==> src/rtl/construct_data_if.sv <==
// Stream bundle for construct_data: narrow pixel input side and wide packed-word output side.
//   ivalid/idata/iready : pixel stream into the packer
//   ovalid/oready       : packed-word handshake toward the write-data FIFO
//   odata/omask/olast   : packed word, byte-valid mask (bit ISIZE/8-1 = MSB byte), flush marker
// slave modport is the packer, master modport is the surrounding logic.
interface construct_data_if #(
   parameter int unsigned ISIZE = 256,
   parameter int unsigned OSIZE = 24
);
   logic                 ivalid;
   logic [OSIZE-1:0]     idata;
   logic                 iready;
   logic                 ovalid;
   logic                 oready;
   logic [ISIZE-1:0]     odata;
   logic [ISIZE/8-1:0]   omask;
   logic                 olast;

   modport slave (
      input  ivalid, idata, oready,
      output iready, ovalid, odata, omask, olast
   );

   modport master (
      output ivalid, idata, oready,
      input  iready, ovalid, odata, omask, olast
   );
endinterface

==> src/rtl/construct_data.sv <==
// Packs OSIZE-bit pixels MSB-first, bit-continuously, into ISIZE-bit bus words.
// Ports:
//   clock  : rising-edge clock
//   rst    : synchronous active-high reset
//   ialign : drop the partial word, restart packing at bit ISIZE-1
//   flush  : emit the pending partial word zero-padded with olast=1
//   bus    : construct_data_if.slave (pixel in, packed word out)
// iready is combinational: a full word leaving the accumulator frees room for the
// pixel accepted in the same cycle, so the stream runs without bubbles.
module construct_data #(
   parameter int unsigned ISIZE = 256,
   parameter int unsigned OSIZE = 24
) (
   input  logic            clock,
   input  logic            rst,
   input  logic            ialign,
   input  logic            flush,
   construct_data_if.slave bus
);

   localparam int unsigned AW = ISIZE + OSIZE;
   localparam int unsigned FW = $clog2(AW + 1);
   localparam int unsigned NB = ISIZE / 8;

   logic [AW-1:0]    acc_q, acc_d;
   logic [FW-1:0]    fill_q, fill_d;
   logic             flush_pend_q, flush_pend_d;
   logic             ovalid_q, ovalid_d;
   logic [ISIZE-1:0] odata_q, odata_d;
   logic [NB-1:0]    omask_q, omask_d;
   logic             olast_q, olast_d;

   logic             slot_free;
   logic             full;
   logic             move;
   logic             emit;
   logic             iready;
   logic             accept;
   logic [FW-1:0]    fill_mv;
   logic [FW-1:0]    nbytes;
   logic [ISIZE-1:0] pad_keep;

   // Next-state: drain full words, insert pixels, flush partial word, realign
   always_comb begin
      acc_d        = acc_q;
      fill_d       = fill_q;
      flush_pend_d = flush_pend_q;
      ovalid_d     = ovalid_q;
      odata_d      = odata_q;
      omask_d      = omask_q;
      olast_d      = olast_q;

      slot_free = !ovalid_q || bus.oready;
      full      = fill_q >= FW'(ISIZE);
      move      = full && slot_free && !ialign;
      emit      = flush_pend_q && !full && (fill_q != '0) && slot_free && !ialign;
      iready    = !rst && !ialign && !flush_pend_q && (!full || move);
      accept    = bus.ivalid && iready;
      fill_mv   = move ? fill_q - FW'(ISIZE) : fill_q;
      nbytes    = (fill_q + FW'(7)) >> 3;
      pad_keep  = ~({ISIZE{1'b1}} >> fill_q);

      if (bus.oready) begin
         ovalid_d = 1'b0;
      end

      if (move) begin
         ovalid_d = 1'b1;
         odata_d  = acc_q[AW-1 -: ISIZE];
         omask_d  = '1;
         olast_d  = flush_pend_q && (fill_q == FW'(ISIZE));
         acc_d    = acc_q << ISIZE;
         if (flush_pend_q && (fill_q == FW'(ISIZE))) begin
            flush_pend_d = 1'b0;
         end
      end

      // Bits below fill are always zero, so OR-insertion is safe
      if (accept) begin
         acc_d  = acc_d | ({bus.idata, {ISIZE{1'b0}}} >> fill_mv);
         fill_d = fill_mv + FW'(OSIZE);
      end else begin
         fill_d = fill_mv;
      end

      if (emit) begin
         ovalid_d     = 1'b1;
         odata_d      = acc_q[AW-1 -: ISIZE] & pad_keep;
         omask_d      = ~({NB{1'b1}} >> nbytes);
         olast_d      = 1'b1;
         acc_d        = '0;
         fill_d       = '0;
         flush_pend_d = 1'b0;
      end

      // Nothing left to flush: retire the request silently
      if (flush_pend_q && (fill_q == '0)) begin
         flush_pend_d = 1'b0;
      end

      if (flush) begin
         flush_pend_d = 1'b1;
      end

      // Realign wins over flush and input; the output register is untouched
      if (ialign) begin
         acc_d        = '0;
         fill_d       = '0;
         flush_pend_d = 1'b0;
      end
   end

   // State registers
   always_ff @(posedge clock) begin
      if (rst) begin
         acc_q        <= '0;
         fill_q       <= '0;
         flush_pend_q <= 1'b0;
         ovalid_q     <= 1'b0;
         odata_q      <= '0;
         omask_q      <= '0;
         olast_q      <= 1'b0;
      end else begin
         acc_q        <= acc_d;
         fill_q       <= fill_d;
         flush_pend_q <= flush_pend_d;
         ovalid_q     <= ovalid_d;
         odata_q      <= odata_d;
         omask_q      <= omask_d;
         olast_q      <= olast_d;
      end
   end

   assign bus.iready = iready;
   assign bus.ovalid = ovalid_q;
   assign bus.odata  = odata_q;
   assign bus.omask  = omask_q;
   assign bus.olast  = olast_q;

endmodule
==> src/flat_wrapper.sv <==
// flat-port wrapper written by rule: the top's interface ports become plain ports
module construct_data_flat 
#(
   parameter int unsigned ISIZE = 256,
   parameter int unsigned OSIZE = 24
)
  (clock, rst, ialign, flush, bus_ivalid, bus_idata, bus_oready, bus_iready, bus_ovalid, bus_odata, bus_omask, bus_olast);
  construct_data_if #(.ISIZE(ISIZE), .OSIZE(OSIZE)) bus_i ();
  input  logic clock;
  input  logic rst;
  input  logic ialign;
  input  logic flush;
  input wire logic [$bits(bus_i.ivalid)-1:0] bus_ivalid;
  input wire logic [$bits(bus_i.idata)-1:0] bus_idata;
  input wire logic [$bits(bus_i.oready)-1:0] bus_oready;
  output wire logic [$bits(bus_i.iready)-1:0] bus_iready;
  output wire logic [$bits(bus_i.ovalid)-1:0] bus_ovalid;
  output wire logic [$bits(bus_i.odata)-1:0] bus_odata;
  output wire logic [$bits(bus_i.omask)-1:0] bus_omask;
  output wire logic [$bits(bus_i.olast)-1:0] bus_olast;
  assign bus_i.ivalid = bus_ivalid;
  assign bus_i.idata = bus_idata;
  assign bus_i.oready = bus_oready;
  assign bus_iready = bus_i.iready;
  assign bus_ovalid = bus_i.ovalid;
  assign bus_odata = bus_i.odata;
  assign bus_omask = bus_i.omask;
  assign bus_olast = bus_i.olast;
  construct_data #(.ISIZE(ISIZE), .OSIZE(OSIZE)) u_core (.clock(clock), .rst(rst), .ialign(ialign), .flush(flush), .bus(bus_i));
endmodule
==> config.mk <==
export PLATFORM = sky130hd
export DESIGN_NAME = construct_data_flat
export DESIGN_NICKNAME = d
export VERILOG_FILES = /design/src/rtl/construct_data_if.sv /design/src/rtl/construct_data.sv /design/src/flat_wrapper.sv
export SDC_FILE = /design/constraint.sdc
export NUM_CORES = 1
export LEC_CHECK = 0
export CAP_MARGIN = 30
export CORE_ASPECT_RATIO = 0.6
export CORE_MARGIN = 1.5
export CORE_UTILIZATION = 29
export CTS_CLUSTER_DIAMETER = 30
export DETAILED_ROUTE_END_ITERATION = 10
export GPL_ROUTABILITY_DRIVEN = 0
export PLACE_DENSITY_LB_ADDON = 0.05
export SKIP_CTS_REPAIR_TIMING = 1
export SLEW_MARGIN = 30
export SYNTH_ARGS = -nofsm -noshare
export SYNTH_HDL_FRONTEND = slang
export SYNTH_SLANG_ARGS = --single-unit
==> constraint.sdc <==
create_clock -name clock -period 7.8 [get_ports clock]
set_input_delay 0.78 -clock clock [delete_from_list [all_inputs] [get_ports clock]]
set_output_delay 0.78 -clock clock [all_outputs]
set_load 0.005 [all_outputs]
==> results of run 1 <==
where the power goes:
group	internal [mW]	switching, mW
clock	2.91	1.63
combinational	0.0485	0.180
sequential	2.95	0.00274
registers in the layout, summed over array words and instances (netlist names):
| register | count |
|---|---|
| u_core.acc_q | 280 |
| u_core.bus.odata | 256 |
| u_core.bus.omask | 32 |
| u_core.bus.olast | 1 |
| u_core.fill_q | 6 |
| u_core.bus.ovalid | 1 |
| u_core.flush_pend_q | 1 |
final cells by class:
| cell class | count | area share |
|---|---|---|
| Inverter | 21 | 0.002722 |
| Clock buffer | 123 | 0.09532 |
| Antenna cell | 1 | 0.00008642 |
| Timing Repair Buffer | 374 | 0.1274 |
| Multi-Input combinational cell | 1242 | 0.3068 |
| Tap cell | 975 | 0.04213 |
| Sequential cell | 577 | 0.3990 |
| Clock inverter | 62 | 0.02658 |
cell families (layout without fill, tap and decap cells):
family,Yosys count,in the layout,share of synthesized area
simple gates,499,499,0.1171
xor+xnor,3,3,0.001248
flops,577,577,0.5487
fa+ha+maj,4,4,0.002377
compound gates,689,689,0.2629
mux,47,47,0.02312
buf+inv,192,580,0.04457
other cells,0,1,0
routing by layer:
metal,track usage,part of all wire,vias to the layer above
li1,-,-,8219
met3,0.06080,0.078,109
met2,0.3190,0.43,634
met4,0.05643,0.019,0
met5,0,0,-
met1,0.3192,0.48,8879
layout by cell type (no fill, tap or decap), types with 10 or more instances in the layout:
cell	instances
sky130_fd_sc_hd__nor4_4	14
sky130_fd_sc_hd__clkinv_4	12
sky130_fd_sc_hd__buf_4	39
sky130_fd_sc_hd__clkbuf_16	101
sky130_fd_sc_hd__clkbuf_8	15
sky130_fd_sc_hd__dfxtp_1	576
sky130_fd_sc_hd__nand2_1	150
sky130_fd_sc_hd__a31oi_1	30
sky130_fd_sc_hd__mux2i_1	33
sky130_fd_sc_hd__clkdlybuf4s50_1	319
sky130_fd_sc_hd__a21oi_1	44
sky130_fd_sc_hd__inv_1	19
sky130_fd_sc_hd__a22o_1	229
sky130_fd_sc_hd__o2bb2ai_1	12
sky130_fd_sc_hd__mux2_2	13
sky130_fd_sc_hd__a32oi_1	11
sky130_fd_sc_hd__a22oi_1	220
sky130_fd_sc_hd__nor2_2	18
sky130_fd_sc_hd__inv_6	21
sky130_fd_sc_hd__a32o_1	31
sky130_fd_sc_hd__nor2_1	221
sky130_fd_sc_hd__clkinvlp_4	10
sky130_fd_sc_hd__o21ai_0	12
sky130_fd_sc_hd__a21o_1	12
sky130_fd_sc_hd__a221oi_1	11
sky130_fd_sc_hd__bufinv_16	11
per-stage QoR:
stage / hold WS [ns] / util / power, mW
after floorplan: 0.4316 / - / 3.128
after global placement: 0.4435 / 0.3496 / 3.233
after detailed placement: 0.4386 / 0.3527 / 3.239
after CTS: 0.4504 / 0.4018 / 7.799
after global routing: 0.4637 / 0.4033 / 7.953
final: 0.4498 / 0.4033 / 7.723
worst paths after layout:
path / start / end / depth (start not counted)
max reg2reg: u_core.fill_q[4] / u_core.bus.odata[210] / 8
max: u_core.fill_q[4] / u_core.bus.odata[210] / 8
min: u_core.bus.omask[10] / u_core.bus.omask[10] / 1
min reg2reg: u_core.bus.omask[10] / u_core.bus.omask[10] / 1
==> results.toml, run 1 <==
[logic_synthesis]
synth.lib_cells_used.distinct = 74
synth_edf_count = 0
netlist_instances = 2011
synth_common_cells = "577 x sky130_fd_sc_hd__dfxtp_1, 229 x sky130_fd_sc_hd__a22o_1, 223 x sky130_fd_sc_hd__nor2_1"
mappedNetlistArea_mm2 = 0.02105
synthDominantAreaCellType = "sky130_fd_sc_hd__dfxtp_1"
synth_sequential_area_ratio = 0.5487
yosys.cell_count.top_type = "sky130_fd_sc_hd__dfxtp_1"
syn-num-nets = 2045
synth.top_cell.area_share = 0.5487
ys_ff_latch = 577
synthArstFlopShare = 0
yosys_warnings = 0
synth_area_per_cell_um2 = 10.47
ys.flop_type = "sky130_fd_sc_hd__dfxtp_1"
synth.top_cells.by_area = "sky130_fd_sc_hd__dfxtp_1 55%, sky130_fd_sc_hd__a22o_1 9.5%, sky130_fd_sc_hd__a22oi_1 7.8%, sky130_fd_sc_hd__nor2_1 4.0%, sky130_fd_sc_hd__nand2_1 2.7%"

[global_route]
globalRoute.totalOverflow = 0
first_global_vias = 16610
global_route_wire_length_before_repair_um = 119300
grt_antenna_before_repair = 5
maximum_number_of_pins_on_one_net_before_global_route_repair = 180
grt_usage = 0.2204

[finish]
register_area_mm2 = 0.01155
multiInputGateArea_mm2 = 0.008882
design_area_mm2 = 0.02896
num-nets-final = 2351
post_route_cells_drive_above_1_share = 0.1396
layout.cells.non_filler = 3375
synthToLayoutAreaGrowth_pct = 37.54
num-fill-cells = 6864

[timing]
post-route-period-util = 0.5046
rsz0062_at_grt = "no"
fmax_ghz = 0.2541
worst_clock_skew_ns = 0.02342
final_max_slew_viol_count = 0
finalWorstPathRequiredPeriod_ns = 3.936
hold_viol = 0
final_worst_slack_ns = 3.864
setup_viol = 0
tns_ns = 0
timing.max_slew.rel_slack = 0.2523
timing_worst_slew_pin_value_ns = 1.122

[critical_path]
critical_path_data_required_time_ns = 8.38
worstSetupEndpointType = "flop"
crit_path_max_fanout = 80
timing.critical_path.slowest_stage_cell = "sky130_fd_sc_hd__buf_4"
worst_path_largest_cell_delay_ns = 0.80
cpMostUsedCell = "sky130_fd_sc_hd__buf_4"
rrSetupSlack_ns = 3.86
critical_path.top_delay_family = "buffers and inverters"
critPathLaunchType = "flop"
path_class = "reg2reg"
timing.critical_path.cells = "inv_1, ha_1, nor3b_1, nand2_1, a211oi_4, buf_4, buf_4, a22o_1"
crit_arrival_ns = 4.51
critical_path.n_buffers_inverters = 3

[detailed_routing]
postRouteWirelength_um = 84270
vias = 17840
remaining_drc_errors = 0
post_drt_via_cell_ratio = 5.286
dr.pass1.iters = 7
initialDrtViolationCount = 1642
remaining_antenna_violation_count_after_routing = 0
wire_per_inst_um = 24.97

[die]
die_ar_mm2 = 0.07427
initial_core_util = 0.2932
floorplan.rows = 76
core_mm2 = 0.07179
io_pins = 321
die_x_um = 350.8
die_h_um = 211.7

[clock_network]
clockRootBuffer = "sky130_fd_sc_hd__clkbuf_16"
cts_max_path_buffers = 3
insertion_delay_ns = 0.66
path_clk_slew_ns = 0.05
maximum_level_of_the_cts_h_tree = 3
cts_buffers = 101
tritoncts = "yes"
clkSinkCount = 577

[outcome]
status = "completed"

[place]
placement.io_buffers = 320
placed_insts = 3184
placed_cell_area_mm2 = 0.02532
pre_cts_worst_setup_slack_ns = 3.706
hpwl_um = 57550

[job]
cap_violations = 0

[min_path]
hold_class = "reg2reg"

[pwr]
leakage_nw = 9.981
power_density_cells_mw_per_mm2 = 266.7
power.ir.vdd_worst_v = 0.0001369
(Power assumes the default switching activity.)
==> inputs of run 2 (changes only) <==
Clock period 7.8 ns to 3.9 ns, I/O delays scaled along.
==> run 2 against run 1 <==
  * Via count up 1.0%
  * Count of clock-buffer cells in the layout down 3
  * Utilization up 0.68 points
  * Non-clock buffer count up 56
  * Combinational power up 110%
  * Flip-flop and latch count unchanged
  * Clock skew down 0.0038 ns
  * Critical path depth down 5
  * Largest cell class unchanged
  * Largest power group unchanged
==> results.toml, run 2 (synthesized netlist as in run 1, its figures left out) <==
[clock_network]
clkSinkCount = 577
cts_buffers = 106
cts_max_path_buffers = 3
clockRootBuffer = "sky130_fd_sc_hd__clkbuf_16"
maximum_level_of_the_cts_h_tree = 3
insertion_delay_ns = 0.65
tritoncts = "yes"
path_clk_slew_ns = 0.06

[timing]
finalWorstPathRequiredPeriod_ns = 3.303
timing.max_slew.rel_slack = 0.3449
post-route-period-util = 0.8470
timing_worst_slew_pin_value_ns = 0.9827
hold_viol = 0
worst_clock_skew_ns = 0.01966
setup_viol = 0
tns_ns = 0
final_max_slew_viol_count = 0
fmax_ghz = 0.3027
rsz0062_at_grt = "no"

[outcome]
status = "completed"

[detailed_routing]
dr.max_layer_used = "met4"
dr_wl_met3_um = 6512
remaining_drc_errors = 0
initialDrtViolationCount = 1483
wire_per_inst_um = 24.57
vias = 18020
dr.pass1.iters = 5
postRouteWirelength_um = 84590
m1WireLength_um = 40430
post_drt_via_cell_ratio = 5.234
met2WireLength_um = 35420
remaining_antenna_violation_count_after_routing = 0

[finish]
layout_common_cells = "576 x sky130_fd_sc_hd__dfxtp_1, 319 x sky130_fd_sc_hd__clkdlybuf4s50_1, 229 x sky130_fd_sc_hd__a22o_1"
max_ffs_per_register = 280
synthToLayoutAreaGrowth_pct = 39.87
final_core_utilization = 0.4102
register_area_mm2 = 0.01155
layout.cells.non_filler = 3443
layout.cells.most_common = "sky130_fd_sc_hd__dfxtp_1"
num-nets-final = 2412
multiInputGateArea_mm2 = 0.008650
num-fill-cells = 6812
post_route_cells_drive_above_1_share = 0.1580
design_area_mm2 = 0.02945
insertedDiodeCount = 0
largest-register = "u_core.acc_q"

[critical_path]
worst_path_largest_cell_delay_ns = 0.93
critical_path_data_required_time_ns = 3.51
timing.critical_path.cells = "and3b_2, nor2_1, clkdlybuf4s50_1"
worstSetupEndpointType = "output pin"
critical_path.n_buffers_inverters = 1
path_class = "reg2out"
crit_arrival_ns = 2.91
crit_path_max_fanout = 23
timing.critical_path.depth = 3
timing.critical_path.slowest_stage_cell = "sky130_fd_sc_hd__dfxtp_1"
reg2regPathDepth = 9
critical_path.top_delay_family = "flip-flops"
critPathLaunchType = "flop"

[die]
die_x_um = 350.8
die_ar_mm2 = 0.07427
io_pins = 321
initial_core_util = 0.2932
core_mm2 = 0.07179
floorplan.rows = 76
die_h_um = 211.7

[global_route]
grt_antenna_before_repair = 4
grt_usage = 0.2236
maximum_number_of_pins_on_one_net_before_global_route_repair = 96
global_route_wire_length_before_repair_um = 121700
globalRoute.totalOverflow = 0
first_global_vias = 17450

[place]
placed_cell_area_mm2 = 0.02564
placed_insts = 3245
hpwl_um = 58630
placement.io_buffers = 320

[pwr]
power_density_cells_mw_per_mm2 = 545.8
power.ir.vdd_worst_v = 0.0003126
leakage_nw = 10.37

[min_path]
hold_class = "in2reg"
hold-path-cell-count = 2

[job]
cap_violations = 0
run 2: cell count changes in the layout (fill, tap and decap cells not counted), moves of 6 or more:
cell and change:
sky130_fd_sc_hd__buf_4 +61, sky130_fd_sc_hd__clkinv_2 +10, sky130_fd_sc_hd__o2bb2ai_1 +9, sky130_fd_sc_hd__buf_6 -8
sky130_fd_sc_hd__clkbuf_16 +7, sky130_fd_sc_hd__o2bb2ai_4 -7, sky130_fd_sc_hd__buf_12 +6
run 2: cell type report:
| class | instances | share of cell area |
|---|---|---|
| clock buffers | 120 | 0.09671 |
| clock inverters | 78 | 0.03255 |
| inverters | 21 | 0.002677 |
| multi-input cells | 1242 | 0.2937 |
| flip-flops and latches | 577 | 0.3923 |
| well taps | 975 | 0.04143 |
| repair buffers | 430 | 0.1406 |
run 2: worst reg2reg max path: cells and delay by family (launching register included):
kind | cells | cell delay, ns
and+or+nand+nor | 3 | 1.29
buffers and inverters | 4 | 0.78
adders and majority gates | 1 | 0.39
DFF | 1 | 0.31
AOI/OAI and AO/OA | 1 | 0.23
run 2: path summary, 6_finish.rpt:
kind / start / end / slack (ns)
max: u_core.fill_q[8] / bus_iready / 0.60
min: rst / u_core.bus.ovalid / 0.27
max reg2reg: u_core.fill_q[4] / u_core.acc_q[53] / 0.82
min reg2reg: u_core.bus.omask[13] / u_core.bus.omask[13] / 0.45
run 2: per-stage QoR:
stage                     power [mW]  hold WS, ns  setup slack [ns]
after floorplan                6.255       0.4316             1.300
after global placement         6.494       0.4379            0.8683
after detailed placement       6.499       0.4386            0.8662
after CTS                      16.24       0.3673            0.5683
after global routing           16.56       0.2549            0.5044
final                          16.07       0.2736            0.5965
run 2: power by group:
group	switching (mW)	internal [mW]	total (mW)
clock	3.37	6.32	9.68
sequential	0.00638	5.91	5.91
combinational	0.360	0.113	0.473
run 2: layer usage:
layer	track usage	up-vias
met5	0	-
met4	0.07195	0
met3	0.06080	122
met2	0.3203	660
met1	0.3216	8901
li1	-	8338
